<file path="config.mk">
export PLATFORM = sky130hd
export DESIGN_NAME = fetch_ctrl
export DESIGN_NICKNAME = d
export VERILOG_FILES = /design/src/rtl/fetch_ctrl_pkg.sv /design/src/rtl/fetch_ctrl_lat_counter.sv /design/src/rtl/fetch_ctrl.sv
export SDC_FILE = /design/constraint.sdc
export NUM_CORES = 1
export LEC_CHECK = 0
export ABC_AREA = 0
export CORE_ASPECT_RATIO = 0.9
export CORE_MARGIN = 4
export CORE_UTILIZATION = 45
export CTS_BUF_LIST = sky130_fd_sc_hd__clkbuf_16
export CTS_CLUSTER_SIZE = 20
export DETAILED_ROUTE_END_ITERATION = 8
export PLACE_DENSITY = 0.74
export SYNTH_ARGS = -nofsm -noshare
export SYNTH_HDL_FRONTEND = slang
export SYNTH_SLANG_ARGS = --single-unit
</file>
<file path="constraint.sdc">
create_clock -name clk -period 5.8 [get_ports clk]
set_input_delay 1.16 -clock clk [delete_from_list [all_inputs] [get_ports clk]]
set_output_delay 1.16 -clock clk [all_outputs]
set_load 0.01 [all_outputs]
</file>
<file path="src/rtl/fetch_ctrl_pkg.sv">
// Shared definitions for the instruction-fetch sequencer.
// Holds the state encoding, the datapath select constants and the control-word decode.
package fetch_ctrl_pkg;

   typedef enum logic [2:0] {
      FS_IDLE  = 3'd0,
      FS_ADDR  = 3'd1,
      FS_WAIT  = 3'd2,
      FS_LATCH = 3'd3,
      FS_DONE  = 3'd4
   } fetch_state_e;

   localparam logic [2:0] SELB_REG   = 3'b000;
   localparam logic [2:0] SELB_PC4   = 3'b001;
   localparam logic [2:0] ALUOP_NONE = 3'b000;
   localparam logic [2:0] ALUOP_ADD  = 3'b001;

   typedef struct packed {
      logic       mem_wr;
      logic       iord;
      logic       alu_srca;
      logic [2:0] alu_srcb_sel;
      logic [2:0] alu_op;
      logic       ir_write;
      logic       pc_write;
      logic       fetch_busy;
      logic       fetch_done;
   } fetch_ctl_t;

   // Moore decode of one fetch state into the full control word.
   function automatic fetch_ctl_t decode_ctl(input fetch_state_e st);
      fetch_ctl_t c;
      c.mem_wr       = 1'b0;
      c.iord         = 1'b0;
      c.alu_srca     = 1'b0;
      c.alu_srcb_sel = SELB_REG;
      c.alu_op       = ALUOP_NONE;
      c.ir_write     = 1'b0;
      c.pc_write     = 1'b0;
      c.fetch_busy   = 1'b0;
      c.fetch_done   = 1'b0;
      case (st)
         FS_IDLE: begin
            c.fetch_busy = 1'b0;
         end
         FS_ADDR, FS_WAIT: begin
            c.fetch_busy = 1'b1;
         end
         FS_LATCH: begin
            c.fetch_busy   = 1'b1;
            c.ir_write     = 1'b1;
            c.pc_write     = 1'b1;
            c.alu_srcb_sel = SELB_PC4;
            c.alu_op       = ALUOP_ADD;
         end
         FS_DONE: begin
            c.fetch_busy = 1'b1;
            c.fetch_done = 1'b1;
         end
         default: begin
            c.fetch_busy = 1'b0;
         end
      endcase
      return c;
   endfunction

endpackage

</file>
<file path="src/rtl/fetch_ctrl_lat_counter.sv">
// Loadable down-counter timing the memory read latency.
// Load wins over decrement; the count saturates at zero.
module lat_counter #(
   parameter int W = 2
) (
   input  logic         clk,
   input  logic         reset,
   input  logic         load,
   input  logic         dec,
   input  logic [W-1:0] load_val,
   output logic [W-1:0] cnt
);

   logic [W-1:0] cnt_r;

   // Count register: reset, load, or decrement while enabled.
   always_ff @(posedge clk) begin
      if (reset) begin
         cnt_r <= {W{1'b0}};
      end else if (load) begin
         cnt_r <= load_val;
      end else if (dec && (cnt_r != {W{1'b0}})) begin
         cnt_r <= cnt_r - W'(1);
      end else begin
         cnt_r <= cnt_r;
      end
   end

   assign cnt = cnt_r;

endmodule

</file>
<file path="src/rtl/fetch_ctrl.sv">
// Instruction-fetch sequencer: drives the fetch-phase datapath selects and enables
// from request to commit, beside the main control FSM.
module fetch_ctrl
   import fetch_ctrl_pkg::*;
#(
   parameter int MEM_LAT = 2,
   parameter int CNT_W   = 32
) (
   input  logic             clk,
   input  logic             reset,
   input  logic             fetch_req,
   input  logic             stall,
   input  logic             flush,
   output logic             mem_wr,
   output logic             iord,
   output logic             alu_srca,
   output logic [2:0]       alu_srcb_sel,
   output logic [2:0]       alu_op,
   output logic             ir_write,
   output logic             pc_write,
   output logic             fetch_busy,
   output logic             fetch_done,
   output logic [CNT_W-1:0] fetch_count
);

   localparam int LAT_W = $clog2(MEM_LAT + 1);

   fetch_state_e     state_r;
   fetch_state_e     state_next_s;
   fetch_ctl_t       ctl_r;
   logic [CNT_W-1:0] count_r;
   logic [LAT_W-1:0] lat_cnt_s;
   logic             lat_load_s;
   logic             lat_dec_s;
   logic             lat_last_s;
   logic             start_ok_s;

   lat_counter #(
      .W(LAT_W)
   ) u_lat (
      .clk      (clk),
      .reset    (reset),
      .load     (lat_load_s),
      .dec      (lat_dec_s),
      .load_val (LAT_W'(MEM_LAT)),
      .cnt      (lat_cnt_s)
   );

   // Latency counter controls and the shared start qualifier.
   always_comb begin
      lat_load_s = 1'b0;
      lat_dec_s  = 1'b0;
      lat_last_s = 1'b0;
      start_ok_s = 1'b0;
      if (state_r == FS_ADDR) begin
         lat_load_s = 1'b1;
      end else begin
         lat_load_s = 1'b0;
      end
      if ((state_r == FS_WAIT) && !stall && !flush) begin
         lat_dec_s = 1'b1;
      end else begin
         lat_dec_s = 1'b0;
      end
      // Treat zero as last too so a corrupted count cannot strand the FSM in WAIT.
      if (lat_cnt_s <= LAT_W'(1)) begin
         lat_last_s = 1'b1;
      end else begin
         lat_last_s = 1'b0;
      end
      if (fetch_req && !stall && !flush) begin
         start_ok_s = 1'b1;
      end else begin
         start_ok_s = 1'b0;
      end
   end

   // Next-state logic; flush outranks stall, which outranks fetch_req.
   always_comb begin
      state_next_s = FS_IDLE;
      case (state_r)
         FS_IDLE: begin
            if (start_ok_s) state_next_s = FS_ADDR;
            else            state_next_s = FS_IDLE;
         end
         FS_ADDR: begin
            if (flush) state_next_s = FS_IDLE;
            else       state_next_s = FS_WAIT;
         end
         FS_WAIT: begin
            if (flush)           state_next_s = FS_IDLE;
            else if (stall)      state_next_s = FS_WAIT;
            else if (lat_last_s) state_next_s = FS_LATCH;
            else                 state_next_s = FS_WAIT;
         end
         FS_LATCH: begin
            state_next_s = FS_DONE;
         end
         FS_DONE: begin
            if (start_ok_s) state_next_s = FS_ADDR;
            else            state_next_s = FS_IDLE;
         end
         default: begin
            state_next_s = FS_IDLE;
         end
      endcase
   end

   // State, registered control word (decoded from next state) and commit counter.
   always_ff @(posedge clk) begin
      if (reset) begin
         state_r <= FS_IDLE;
         ctl_r   <= decode_ctl(FS_IDLE);
         count_r <= {CNT_W{1'b0}};
      end else begin
         state_r <= state_next_s;
         ctl_r   <= decode_ctl(state_next_s);
         if (state_r == FS_LATCH) begin
            count_r <= count_r + CNT_W'(1);
         end else begin
            count_r <= count_r;
         end
      end
   end

   assign mem_wr       = ctl_r.mem_wr;
   assign iord         = ctl_r.iord;
   assign alu_srca     = ctl_r.alu_srca;
   assign alu_srcb_sel = ctl_r.alu_srcb_sel;
   assign alu_op       = ctl_r.alu_op;
   assign ir_write     = ctl_r.ir_write;
   assign pc_write     = ctl_r.pc_write;
   assign fetch_busy   = ctl_r.fetch_busy;
   assign fetch_done   = ctl_r.fetch_done;
   assign fetch_count  = count_r;

endmodule
</file>
After elaboration in Yosys (flattened, before gate mapping)
Index checks and enable logic that the tools add are counted.

Add/subtract/negate cells: 2. Multiply operators: 0. Divide/modulo/power cells: 0. Order comparisons: 1. Equality and inequality tests: 8. Shifts and indexed selects: 0. Muxes and demuxes: 15. Bitwise gates (word level): 0. Reductions and logical operators: 13.

Operators by type and width (count): 32-bit by 1-bit adder with 32-bit output (second input constant) (1); 3-bit by 2-bit equality test with 1-bit output (second input constant) (4); 3-bit case mux with 4 select lines (1); 1-bit 2-to-1 mux (9); 2-bit 2-to-1 mux (4); 3-bit by 1-bit equality test with 1-bit output (second input constant) (2); 3-bit equality test (second input constant) (2); 6-bit 2-to-1 mux (1); 1-bit logical AND (5); 2-bit nonzero test (2); 2-bit OR reduction (2); 4-bit OR reduction (1); 3-bit zero test (1); 2-bit by 1-bit <= comparator with 1-bit output (second input constant) (1); 1-bit zero test (2); 2-bit by 1-bit subtractor with 2-bit output (second input constant) (1).

Bits in registers: 50. Latch bits: 0. Memory bits (writable): 0. Bits in read-only memories: 0. Output and inout bits: 45. Logic and storage cells: 52. Memories: 0.

Logic depth before layout (Yosys ltp)
Word-level depth: 9. Gate-level depth with buffers: 6. Gate-level depth less buffers: 6.

Cells and area by module
A second synthesis with hierarchy kept.

Cell total of the unflattened synthesis: 230. Area total of the unflattened synthesis: 1976.9 µm².

Modules (own cells, without submodules): fetch_ctrl (times used 1, cells an instance 216, area an instance 1850.5 µm²); lat_counter (times used 1, cells an instance 14, area an instance 126.4 µm²).

Worst setup path before layout
OpenSTA, ideal clock, no wires.

Kind: input-to-reg. Start: in flush. End: reg u_lat.cnt_r[1] (netlist: u_lat.cnt[1]). Data arrival time: 2.304 ns. Data required time: 5.685 ns. Path slack: 3.381 ns. Stages: 4. Path through: or4b_1 > or3_1 > mux2i_1 > o21ba_2.

Cells in the longest elaborated chain, start to end: 5.

RTL lines: from (decl) (line fetch_ctrl.sv:13) `input logic flush,`; 1-bit zero test (line fetch_ctrl.sv:60) `if ((state_r == FS_WAIT) && !stall && !flush) begin`; 1-bit logical AND (line fetch_ctrl.sv:60); 1-bit 2-to-1 mux (line fetch_ctrl.sv:60); 1-bit logical AND (line fetch_ctrl_lat_counter.sv:22) `end else if (dec && (cnt_r != {W{1'b0}})) begin`; 2-bit nonzero test (no line); to (signal assigned) (line fetch_ctrl_lat_counter.sv:21) `cnt_r <= load_val;`; to (signal assigned) (line fetch_ctrl_lat_counter.sv:23) `cnt_r <= cnt_r - W'(1);`; to (signal assigned) (line fetch_ctrl_lat_counter.sv:25) `cnt_r <= cnt_r;`; to (decl) (line fetch_ctrl_lat_counter.sv:14) `logic [W-1:0] cnt_r;`.

Every way passes these cells. A chain may end at the register's enable or synchronous reset.

Worst setup path after layout
Start: reg count_r[2] (netlist: fetch_count[2]). End: out fetch_count[2].

RTL lines: from (decl) (line fetch_ctrl.sv:31) `logic [CNT_W-1:0] count_r;`; from (signal assigned) (line fetch_ctrl.sv:114) `count_r <= {CNT_W{1'b0}};`; from (signal assigned) (line fetch_ctrl.sv:119) `count_r <= count_r + CNT_W'(1);`; from (signal assigned) (line fetch_ctrl.sv:121) `count_r <= count_r;`; to (decl) (line fetch_ctrl.sv:23) `output logic [CNT_W-1:0] fetch_count`.

No word-level cell between the ends.

==> out/metrics.cfg <==
[status]
run_status = completed

[pwr]
share_seq_of_total_power_pct = 40.1
max-vdd-ir-drop_mv = 0.199
total_switching_power_uw = 119
static-leakage-power_uw = 0.000920
swShare_pct = 17.2
clock_power_share_pct = 57.6
cellInternalPower_uw = 571
power-per-cell-area_nw_per_um2 = 259
combinationalPowerShare_pct = 2.3

[sta]
post-route-min-period_ns = 2.65
finalSetupTns_ns = 0
number_of_setup_violations_in_the_final_report = 0
grt_setup_unrepaired = no
hold_violations = 0
hold_ws_ns = 0.509
highest_achievable_clock_rate_ghz = 0.377
tightestPinTransition_ns = 0.603
normalized_max_slew_margin_pct = 59.7
period_share_pct = 45.7
finalClockSkew_ns = 0.00661
slew_violations = 0

[clocking]
cts.reportedPaths.clkPinSlew_ns = 0.06
inserted_clock_buffers = 5
clk_path_buf_depth = 2
clockRootBuffer = sky130_fd_sc_hd__clkbuf_16
quantity_of_hold_fixing_buffers_added_after_cts = 0
postCtsSetupBuffers = 0
total_number_of_h_tree_levels = 2
numClockSinks = 40
cts_tree = done
insertion_delay_ns = 0.28
cts_resized = 0

[global_route]
vias_in_the_first_global_route = 1642
initial_antenna_violation_count = 0
grt_pass1_wl_mm = 7.69
grt_usage_pct = 16.8
global_route.overflow_total = 0
grt_start_max_net_pins = 28

[layout]
drive_gt1_share_pct = 8.52
area_delta_synth_final_pct = 28.8
post_layout_nonfiller_instances = 332
finalNetCount = 277
n_fill_cell = 399
post-route-util_pct = 60.1
post-route-cell-area_sq_um = 2660
insertedDiodeCount = 0
mostFrequentLayoutCells = sky130_fd_sc_hd__clkdlybuf4s50_1, sky130_fd_sc_hd__dfxtp_1, sky130_fd_sc_hd__nor2_1
layout.cells.most_common = sky130_fd_sc_hd__clkdlybuf4s50_1

[routing]
drt-pass1-iter-count = 4
wirelength_mm = 4.62
drc = 0
vias_after_detailed_routing = 1845
detail-route-antenna-nets = 0
detailedRoute.firstIterationViolations = 132
average_vias_per_placed_instance = 5.56
routed_length_per_instance_um = 13.9

[critical_path]
crit_path_cell_trace = clkdlybuf4s50_1
critPathMaxFanout = 9
critical_path.startpoint_type = flop
critical_path.max_stage_delay_ns = 0.62
timing.critical_path.buf_inv = 1
worst-endpoint-arrival_ns = 1.49
cpMaxStageDelayCell = sky130_fd_sc_hd__clkdlybuf4s50_1
criticalPathCategory = reg2out
worstPathRequired_ns = 4.64
end_kind = primary output
worst_path_dominant_cell_family = buffers and inverters

[yosys]
synth.yosys.warnings = 0
synthArstFlopShare_pct = 0
synthesis.instances = 236
synth.yosys.seq_area_share_pct = 38.8
synth_edf_count = 0
netlist-cell-type-count = 42
synth_flop_cell = sky130_fd_sc_hd__dfxtp_1
synth_seq_cells = 40
mappedNetlistArea_sq_um = 2070
syn-mean-instance-area_sq_um = 8.75

[placed_design]
place_area_sq_um = 2450
portBuffers = 42
post-place-cells = 324
dp_hpwl_mm = 3.29
gpl.final_weighted_congestion = 0.786

[floorplanning]
fp.coreArea_sq_um = 4430
pin_count = 50
design.die.area_sq_um = 5740
die_w_um = 79.4
start_util_pct = 46.6
dieHeight_um = 72.3
fp-row-count = 23

[min_path]
hold_path_class = reg2reg

[run]
max_cap_violations = 0

## sequential cells by signal (all words and copies together), names as in the netlist
name,cells
fetch_count,32
state_r,3
u_lat.cnt,2
alu_op,1
fetch_busy,1
fetch_done,1
## layer usage
layer	up-vias	routed length (um)	part of all wire (%)	track usage, %
li1	904	-	-	-
met4	0	35	0.76	3.05
met5	-	0	0	0
met1	884	2230	48	22.9
met3	5	224	4.8	5.21
met2	52	2130	46	26.6
## synth_stat cells, types with 5 or more instances
| library cell | count | area share, % |
|---|---|---|
| sky130_fd_sc_hd__or4_1 | 9 | 3.3 |
| sky130_fd_sc_hd__o21ai_0 | 9 | 2.2 |
| sky130_fd_sc_hd__xor2_1 | 5 | 2.1 |
| sky130_fd_sc_hd__nand2_1 | 13 | 2.4 |
| sky130_fd_sc_hd__or3_1 | 7 | 2.1 |
| sky130_fd_sc_hd__and4_1 | 5 | 2.1 |
| sky130_fd_sc_hd__buf_2 | 7 | 1.7 |
| sky130_fd_sc_hd__o31ai_1 | 8 | 2.9 |
| sky130_fd_sc_hd__nand3_1 | 9 | 2.2 |
| sky130_fd_sc_hd__nor4_1 | 7 | 2.1 |
| sky130_fd_sc_hd__nand4_1 | 9 | 2.7 |
| sky130_fd_sc_hd__buf_4 | 12 | 4.4 |
| sky130_fd_sc_hd__nor2_1 | 20 | 3.6 |
| sky130_fd_sc_hd__mux2_2 | 5 | 2.7 |
| sky130_fd_sc_hd__a21oi_1 | 17 | 4.1 |
| sky130_fd_sc_hd__inv_1 | 6 | 1.1 |
| sky130_fd_sc_hd__xnor2_1 | 9 | 3.8 |
| sky130_fd_sc_hd__nor3_1 | 6 | 1.5 |
| sky130_fd_sc_hd__dfxtp_1 | 40 | 39 |
| sky130_fd_sc_hd__nor2b_1 | 7 | 2.1 |
## power groups by stage
stage / logic, uW / clock network (uW) / registers (uW)
detailed placement: 15.4 / 0 / 283
global route: 17.5 / 416 / 277
finish: 15.6 / 398 / 277
floorplan: 15.0 / 0 / 282
CTS: 15.4 / 401 / 277
global placement: 15.2 / 0 / 283
## final timing paths
| path | startpoint | slack, ns | end | cells after the start |
|---|---|---|---|---|
| max | fetch_count[2] | 3.15 | fetch_count[2] | 1 |
| min | fetch_count[17] | 0.51 | fetch_count[17] | 2 |
| max reg2reg | fetch_count[2] | 3.58 | fetch_count[27] | 4 |
| min reg2reg | fetch_count[17] | 0.51 | fetch_count[17] | 2 |
## kinds of logic (layout without fill, tap and decap cells)
logic type | after synthesis | count (layout) | share of synthesized area [%]
AND/OR/NAND/NOR | 107 | 107 | 31.8
flip-flops | 40 | 40 | 38.8
AO/OA/AOI/OAI | 36 | 36 | 10.1
buffers and inverters | 29 | 57 | 8.24
XOR/XNOR | 14 | 14 | 5.94
multiplexers | 6 | 6 | 3.21
adder cells (fa/ha/maj) | 3 | 3 | 1.82
other | 1 | 7 | 0.182
## per-stage QoR
| stage | power, uW | worst slack, ns |
|---|---|---|
| floorplan | 297 | 3.38 |
| global placement | 298 | 2.89 |
| detailed placement | 298 | 2.88 |
| CTS | 693 | 3.16 |
| global route | 710 | 3.07 |
| finish | 690 | 3.15 |
## area by class of cell
type / instances / area, sq um / share of cell area, %
inverters: 6 / 22.5 / 0.846
well taps: 62 / 77.6 / 2.91
repair buffers: 43 / 428 / 16.1
flip-flops and latches: 40 / 801 / 30.1
clock buffers: 5 / 125 / 4.70
multi-input cells: 173 / 1120 / 42.0
clock inverters: 3 / 90.1 / 3.39
No activity file was read; power rests on OpenSTA's default activity.
